**src/rtl/plru_tracker.sv**
```systemverilog
// plru_tracker
// Per-set tree pseudo-LRU state for a set-associative cache.
//   - Each set holds a WAYS-1 bit tree in in-order layout. A subtree that covers
//     leaves [lo, lo+n) keeps its root at bit lo + n/2 - 1.
//   - A node bit of 1 means "victim is in the upper half".
//   - A hit (touch) makes every node on the way's path point away from it.
//   - Victim queries prefer the lowest invalid way. Otherwise they walk the tree.
//     With victim_alloc set, the chosen way is made MRU in the same cycle.
//   - After reset or flush, a sweep clears one set per cycle. busy is high during
//     the sweep.
// Ports:
//   clk, reset          - clock, synchronous active-high reset
//   flush               - restart the clear sweep (IDLE only)
//   touch_valid/set/way - hit update
//   victim_req/set/valid_mask/alloc - victim query (result one cycle later)
//   busy                - sweep in progress, requests dropped
//   victim_valid/way    - registered victim result; way holds when not valid
module plru_tracker #(
    parameter int WAYS     = 4,
    parameter int LOG_WAYS = 2,
    parameter int SETS     = 16,
    parameter int LOG_SETS = 4
) (
    input  logic                clk,
    input  logic                reset,
    input  logic                flush,
    input  logic                touch_valid,
    input  logic [LOG_SETS-1:0] touch_set,
    input  logic [LOG_WAYS-1:0] touch_way,
    input  logic                victim_req,
    input  logic [LOG_SETS-1:0] victim_set,
    input  logic [WAYS-1:0]     victim_valid_mask,
    input  logic                victim_alloc,
    output logic                busy,
    output logic                victim_valid,
    output logic [LOG_WAYS-1:0] victim_way
);

    localparam int TW = WAYS - 1;

    typedef enum logic {ST_INIT, ST_IDLE} state_t;

    state_t              state_reg, state_next;
    logic [LOG_SETS-1:0] init_cnt_reg, init_cnt_next;
    logic                victim_valid_reg, victim_valid_next;
    logic [LOG_WAYS-1:0] victim_way_reg, victim_way_next;

    logic [TW-1:0]       tree_rd [SETS];
    logic                accept;
    logic                touch_en;
    logic                victim_en;
    logic                alloc_en;
    logic [LOG_WAYS-1:0] victim_sel;

    // Point every node on way w's path away from w.
    function automatic logic [TW-1:0] touch_tree(input logic [TW-1:0] t,
                                                 input logic [LOG_WAYS-1:0] w);
        logic [TW-1:0]       r;
        logic [LOG_WAYS-1:0] idx;
        int                  n;
        int                  b;
        r = t;
        for (int d = 0; d < LOG_WAYS; d++) begin
            n   = WAYS >> d;
            idx = LOG_WAYS'((int'(w) & ~(n - 1)) + n / 2 - 1);
            b   = (int'(w) >> (LOG_WAYS - 1 - d)) & 1;
            r[idx] = (b == 0);
        end
        return r;
    endfunction

    // Lowest invalid way wins. With a full mask, follow the node bits from the root.
    function automatic logic [LOG_WAYS-1:0] pick_victim(input logic [TW-1:0] t,
                                                        input logic [WAYS-1:0] m);
        logic                found;
        logic [LOG_WAYS-1:0] v;
        logic [LOG_WAYS-1:0] lo;
        logic [LOG_WAYS-1:0] idx;
        int                  half;
        found = 1'b0;
        v     = '0;
        for (int i = 0; i < WAYS; i++) begin
            if (!found && (((m >> i) & WAYS'(1)) == WAYS'(0))) begin
                found = 1'b1;
                v     = LOG_WAYS'(i);
            end
        end
        if (!found) begin
            lo = '0;
            for (int d = 0; d < LOG_WAYS; d++) begin
                half = (WAYS >> d) / 2;
                idx  = LOG_WAYS'(int'(lo) + half - 1);
                if (t[idx]) begin
                    lo = lo + LOG_WAYS'(half);
                end
            end
            v = lo;
        end
        return v;
    endfunction

    // Requests are taken only in IDLE, and never in a flush or reset cycle.
    assign accept     = (state_reg == ST_IDLE) && !flush && !reset;
    assign touch_en   = accept && touch_valid;
    assign victim_en  = accept && victim_req;
    assign alloc_en   = victim_en && victim_alloc;
    // The victim is chosen from the tree as it stood before this edge.
    assign victim_sel = pick_victim(tree_rd[victim_set], victim_valid_mask);

    for (genvar gi = 0; gi < SETS; gi++) begin : g_set
        logic [TW-1:0] tree_reg, tree_next;

        // A touch is applied first and an alloc touch second. When both hit the
        // same set, the allocated victim therefore ends up MRU.
        always_comb begin
            tree_next = tree_reg;
            if (state_reg == ST_INIT) begin
                if (init_cnt_reg == LOG_SETS'(gi)) begin
                    tree_next = '0;
                end
            end else begin
                if (touch_en && (touch_set == LOG_SETS'(gi))) begin
                    tree_next = touch_tree(tree_next, touch_way);
                end
                if (alloc_en && (victim_set == LOG_SETS'(gi))) begin
                    tree_next = touch_tree(tree_next, victim_sel);
                end
            end
        end

        // Tree contents need no reset: the sweep clears every set.
        always_ff @(posedge clk) begin
            tree_reg <= tree_next;
        end

        assign tree_rd[gi] = tree_reg;
    end

    always_comb begin
        state_next        = state_reg;
        init_cnt_next     = init_cnt_reg;
        victim_valid_next = victim_en;
        victim_way_next   = victim_en ? victim_sel : victim_way_reg;
        case (state_reg)
            ST_INIT: begin
                init_cnt_next = init_cnt_reg + LOG_SETS'(1);
                if (init_cnt_reg == LOG_SETS'(SETS - 1)) begin
                    state_next = ST_IDLE;
                end
            end
            ST_IDLE: begin
                if (flush) begin
                    state_next    = ST_INIT;
                    init_cnt_next = '0;
                end
            end
            default: begin
                state_next    = ST_INIT;
                init_cnt_next = '0;
            end
        endcase
    end

    always_ff @(posedge clk) begin
        if (reset) begin
            state_reg        <= ST_INIT;
            init_cnt_reg     <= '0;
            victim_valid_reg <= 1'b0;
            victim_way_reg   <= '0;
        end else begin
            state_reg        <= state_next;
            init_cnt_reg     <= init_cnt_next;
            victim_valid_reg <= victim_valid_next;
            victim_way_reg   <= victim_way_next;
        end
    end

    assign busy         = (state_reg == ST_INIT);
    assign victim_valid = victim_valid_reg;
    assign victim_way   = victim_way_reg;

endmodule

```
**config.mk**
```make
export PLATFORM = sky130hd
export DESIGN_NAME = plru_tracker
export DESIGN_NICKNAME = d
export VERILOG_FILES = /design/src/rtl/plru_tracker.sv
export SDC_FILE = /design/constraint.sdc
export NUM_CORES = 1
export LEC_CHECK = 0
export BUFFER_PORTS_ARGS = -buffer_cell sky130_fd_sc_hd__buf_2
export CAP_MARGIN = 40
export CORE_MARGIN = 8
export CORE_UTILIZATION = 50
export DETAILED_ROUTE_END_ITERATION = 10
export PLACE_DENSITY = 0.76
export SYNTH_ARGS = -nofsm -noshare
export SYNTH_HDL_FRONTEND = slang
export SYNTH_SLANG_ARGS = --single-unit
export TNS_END_PERCENT = 30
```
**constraint.sdc**
```tcl
create_clock -name clk -period 2.4 [get_ports clk]
set_input_delay 0.36 -clock clk [delete_from_list [all_inputs] [get_ports clk]]
set_output_delay 0.36 -clock clk [all_outputs]
set_load 0.02 [all_outputs]
```
Yosys cells after proc, flatten, opt, wreduce, memory -nomap -nowiden

Index checks and enable logic that the tools add are counted.
W data, S select, Z words.

Output and inout bits: 4
Flip-flop bits (word level): 56

Mux-type cells: 137
Bitwise operators: 2
Reduce and logical (&&, ||, !) cells: 90
$lt $le $gt $ge: 6
$add $sub $neg: 8
Equal/unequal tests: 62

Operator list:

| kind                  | number |
|---|---|
| $mux W3               | 82 |
| $logic_not A32 Y1     | 4 |
| $bwmux W3             | 32 |
| $eq A4 B4 Y1 const B  | 24 |
| $eq A4 B3 Y1 const B  | 12 |
| $ne A3 B1 Y1 const B  | 16 |
| $logic_and A1 B1 Y1   | 42 |
| $reduce_and A2 Y1     | 16 |
| $reduce_bool A2 Y1    | 16 |
| $logic_not A4 Y1      | 7 |
| $eq A4 B2 Y1 const B  | 6 |
| $bmux W3 S4           | 1 |
| $eq A4 B1 Y1 const B  | 3 |
| $mux W2               | 6 |
| $mux W1               | 10 |
| $lt A2 B3 Y1 const B  | 3 |
| $add A2 B1 Y2 const B | 4 |
| $pmux W4 S2           | 1 |
| $ge A5 B5 Y1 const B  | 1 |
| $logic_not A1 Y1      | 5 |
| $not A4 Y5            | 1 |
| $add A4 B1 Y4 const B | 1 |
| $demux W1 S2          | 2 |
| $ge A2 B1 Y1 const B  | 2 |
| other kinds (7)       | 8 |

Logic depth before layout (Yosys ltp)

Word-level depth: 27
Depth in mapped cells: 9
Mapped depth without buffers: 7

Worst setup path before layout

Ideal clock, no wire load.

Kind: in2reg
From: in victim_set[3]
To: reg g_set[9].tree_reg[2], data pin
Slack: -70 ps
Buffers on the path: 2
Library setup time: 169 ps
Stages on the path: 8
Arrival: 2,301 ps
Path through: buf_2 mux4_2 mux2_2 mux2i_4 mux2i_2 o31ai_4 buf_6 o31ai_1

Word-level cells in the longest chain between the ends: 21

Ends and longest elaborated chain:

| what                                                               | RTL line | text |
|---|---|---|
| start, declared                                                    | 31       | `input logic [LOG_SETS-1:0] victim_set,` |
| $not A4 Y5 (not written as such)                                   | 108      | `assign victim_sel = pick_victim(tree_rd[victim_set], victim_valid_mask);` |
| $bmux W3 S4                                                        | 108      |  |
| $mux W3 (not written as such) (2 in series)                        | 108      |  |
| $mux W2                                                            | 93       | `if (t[idx]) begin` |
| $mux W2                                                            | 88       | `if (!found) begin` |
| $add A2 B1 Y2                                                      | 92, 94   |  |
| $sub A2 B1 Y2                                                      | 92       | `idx = LOG_WAYS'(int'(lo) + half - 1);` |
| $bmux W1 S2                                                        | 93       |  |
| [4 not listed]                                                     | --       |  |
| $sub A2 B2 Y2                                                      | 65       | `idx = LOG_WAYS'((int'(w) & ~(n - 1)) + n / 2 - 1);` |
| $lt A2 B3 Y1 (not written as such) or $ge A2 B1 Y1 (tied branches) | 67       | `r[idx] = (b == 0);` |
| $logic_and A1 B1 Y1                                                | --       |  |
| $mux W1 (not written as such)                                      | 67       |  |
| $demux W1 S2                                                       | 67       |  |
| $bwmux W3                                                          | 67       |  |
| $mux W3 *                                                          | 125      | `if (alloc_en && (victim_set == LOG_SETS'(gi))) begin` |
| $mux W3 *                                                          | 117      | `if (state_reg == ST_INIT) begin` |
| end signal, assigned                                               | 133      | `tree_reg <= tree_next;` |
| end, declared                                                      | 111      | `logic [TW-1:0] tree_reg, tree_next;` |

Mark *: on every way between the ends. The rest lies on a longest branch, timed or not. The select of a mux whose other input is x is not followed.
A chain may end at the register's enable or synchronous reset.

Final worst setup path

From: reg g_set[9].tree_reg[1]
To: reg g_set[10].tree_reg[2], data pin

Word-level cells in the longest chain between the ends: 20

Ends and longest elaborated chain:

| what                                                               | RTL line |
|---|---|
| $bmux W3 S4 *                                                      | 108 |
| $mux W3 (not written as such) * (2 in series)                      | 108 |
| $mux W2                                                            | 93 |
| $mux W2                                                            | 88 |
| $add A2 B1 Y2                                                      | 92, 94 |
| $sub A2 B1 Y2                                                      | 92 |
| $bmux W1 S2                                                        | 93 |
| $mux W1 (not written as such)                                      | 93 |
| [3 not listed]                                                     | -- |
| $sub A2 B2 Y2                                                      | 65 |
| $lt A2 B3 Y1 (not written as such) or $ge A2 B1 Y1 (tied branches) | 67 |
| $logic_and A1 B1 Y1                                                | -- |
| $mux W1 (not written as such)                                      | 67 |
| $demux W1 S2                                                       | 67 |
| $bwmux W3 *                                                        | 67 |
| $mux W3 *                                                          | 125 |
| $mux W3 *                                                          | 117 |
| end signal, assigned                                               | 133 |
| end, declared                                                      | 111 |

Marked as above.

==> impl_metrics.env <==
export IMPL_status="finished with violations"
export IMPL_violations="setup timing"
export IMPL_postCtsHoldBufs=0
export IMPL_powerDensity_nw_per_um2=398
export IMPL_finalWirelength_mm=12.8
export IMPL_drive_gt1_share_pct=19.5
export IMPL_dpl_cell_area_um2=4710
export IMPL_required_ns=2.55
export IMPL_clk_pin_slew_worst_paths_ns=0.10
export IMPL_hold_ws_ns=0.335
export IMPL_max_cap_violations=0
export IMPL_syn2layout_area_growth_pct=14.5
export IMPL_antenna_cells=0
export IMPL_syn_inst=495
export IMPL_h_tree_depth=2
export IMPL_synth_area_per_cell_um2=8.72
export IMPL_yosysWarnings=0
export IMPL_grt_use_total_pct=21.6
export IMPL_clkLatencyLatePin_ns=0.32
export IMPL_setup_viol_count_final=12
export IMPL_drc_errors=0
export IMPL_cts_buffer_depth=2
export IMPL_antenna_found_initial=0
export IMPL_io_buffer_count=23
export IMPL_cp_end_kind="flop"
export IMPL_die_area_um2=11900
export IMPL_cts_sinks=56
export IMPL_ir_worst_vdd_mv=0.271
export IMPL_synth_top_area_share_pct=33.4
export IMPL_min_path_type="in -> reg"
export IMPL_fmax_ghz=0.407
export IMPL_layout_setup_ws_ns=-0.0562
export IMPL_dp_slack_ns=-0.340
export IMPL_die_y_um=109
export IMPL_cts_tree="built"
export IMPL_grt_pass1_wl_mm=20.3
export IMPL_path_max_fanout=9
export IMPL_crit_top_cell="mux2i_4"
export IMPL_synth_seq_cells=56
export IMPL_row_count=34
export IMPL_drt_pass1_iter_count=5
export IMPL_r2r_slack_ns=-0.06
export IMPL_final_cells=627
export IMPL_design_area_um2=4940
export IMPL_netlist_top_cells_area="edfxtp_1, nand2_1, o31ai_1, nand3_1, mux2i_1"
export IMPL_path_cells="mux2_4 -> mux4_2 -> mux2i_4 -> mux2i_4 -> o31ai_4 -> buf_6 -> o31ai_2"
export IMPL_crit_path_top_delay_cell="mux4_2"
export IMPL_start_util_pct=50.5
export IMPL_finalPower_mw=1.97
export IMPL_drt_iter0_drc=466
export IMPL_tightest_slew_ns=0.694
export IMPL_place_gp_congestion=0.901
export IMPL_cts_root_buf="clkbuf_8"
export IMPL_hold_viol_final=0
export IMPL_fin_crit_ns=2.46
export IMPL_grt_pass1_vias=4081
export IMPL_dieWidth_um=109
export IMPL_synthesis_nets=519
export IMPL_dp_final_hpwl_mm=9.21
export IMPL_synth_distinct_cells=46
export IMPL_antenna_left=0
export IMPL_io_pins=24
export IMPL_leakagePower_nw=1.93
export IMPL_fin_util_pct=57.8
export IMPL_vias=4137
export IMPL_slowest_delay_ns=0.56
export IMPL_fin_nets=542
export IMPL_start_kind="flop"
export IMPL_tns_ns=-0.347
export IMPL_maxSlewViolCount=0
export IMPL_cts_buffers=5
export IMPL_largest_reg_flops=48
export IMPL_synth_area_leader_cell="edfxtp_1"
export IMPL_finalCritPeriodShare_pct=102
export IMPL_vias_per_cell=6.60
export IMPL_path_class="reg -> reg"
export IMPL_yosysSeqAreaShare_pct=37.1
export IMPL_arrival_ns=2.61
export IMPL_final_cell_mix="nand2_1, edfxtp_1, nand3_1"
export IMPL_grt_max_degree=34
export IMPL_dp_cells=618
export IMPL_gr_total_overflow=0
export IMPL_syn_cell_area_um2=4320
export IMPL_post_drt_wl_per_cell_um=20.5
export IMPL_layout_commonest_cell="nand2_1"
export IMPL_rsz0062_at_grt="yes"
export IMPL_core_um2=8550
export IMPL_skew_ns=0.0108
export IMPL_slew_limit_headroom_pct=53.8
## cell type report
| class | instances | area (µm²) |
|---|---|---|
| repair buffers | 57 | 428 |
| well taps | 108 | 135 |
| flip-flops and latches | 56 | 1600 |
| inverters | 27 | 101 |
| fillers | 753 | 3610 |
| clock inverters | 1 | 7.51 |
| clock buffers | 7 | 86.3 |
| multi-input cells | 371 | 2580 |
## path summary, 6_finish.rpt
kind                                 startpoint                                   to  cells after the start
max reg2reg  g_set[9].tree_reg[1]$_SDFFCE_PN0P_  g_set[10].tree_reg[2]$_SDFFCE_PN0P_                      7
min reg2reg          victim_way[1]$_SDFFE_PP0N_           victim_way[1]$_SDFFE_PP0N_                      2
min                                       flush                 state_reg$_SDFF_PP0_                      2
max          g_set[9].tree_reg[1]$_SDFFCE_PN0P_  g_set[10].tree_reg[2]$_SDFFCE_PN0P_                      7
## cell usage after synthesis (all sizes together)
library cell / n
nor4bb: 3
ha: 4
edfxtp: 48
o21ai: 32
dfxtp: 8
a211oi: 2
nor4: 2
o31ai: 35
nor3b: 3
nor2: 28
inv: 27
a21o: 5
nand3: 46
and2: 4
a31oi: 10
o21a: 7
o311ai: 1
mux4: 11
a22oi: 5
a21oi: 10
nand4bb: 2
nor3: 8
or2: 1
o211ai: 13
mux2: 5
buf: 8
and3: 6
mux2i: 20
nor4b: 3
o21bai: 2
nand4: 7
nand2: 80
clkbuf: 33
or3: 1
nand2b: 5
xnor2: 1
nand3b: 2
nor2b: 7
## layer usage
metal / up-vias / routed length (µm) / global-route usage [%]
met4: 0 / 383 / 7.72
met3: 36 / 1300 / 3.66
met1: 1952 / 5060 / 27.4
met2: 269 / 6100 / 36.2
met5: - / 0 / 0
li1: 1880 / - / -
## power by group
group	total, mW	switching [mW]	leakage, nW	internal (mW)
combinational	0.327	0.204	1.38	0.123
sequential	1.08	0.0140	0.515	1.07
clock	0.561	0.325	0.0445	0.236
## cells by family after synthesis
family / share of synthesized area [%]
muxes: 12.4
AOI/OAI and AO/OA: 19.6
buffers and inverters: 6.43
adders and majority gates: 1.16
and+or+nand+nor: 23.1
DFF: 37.1
xor gates and xnor gates: 0.203
## worst max-delay path, delay by kind of cell (launching register included)
family / cells / cell delay, ns
mux: 4 / 1.37
flops: 1 / 0.43
compound gates: 2 / 0.31
buf+inv: 1 / 0.17
## what timing repair did
| action | 4_1_cts | 5_1_grt |
|---|---|---|
| setup endpoints to repair | 29 | 32 |
| pin swaps | 3 | 4 |
| setup buffers | 1 | 0 |
| gates resized for setup | 18 | 18 |
Note: power is estimated with default switching activity, not from simulation.
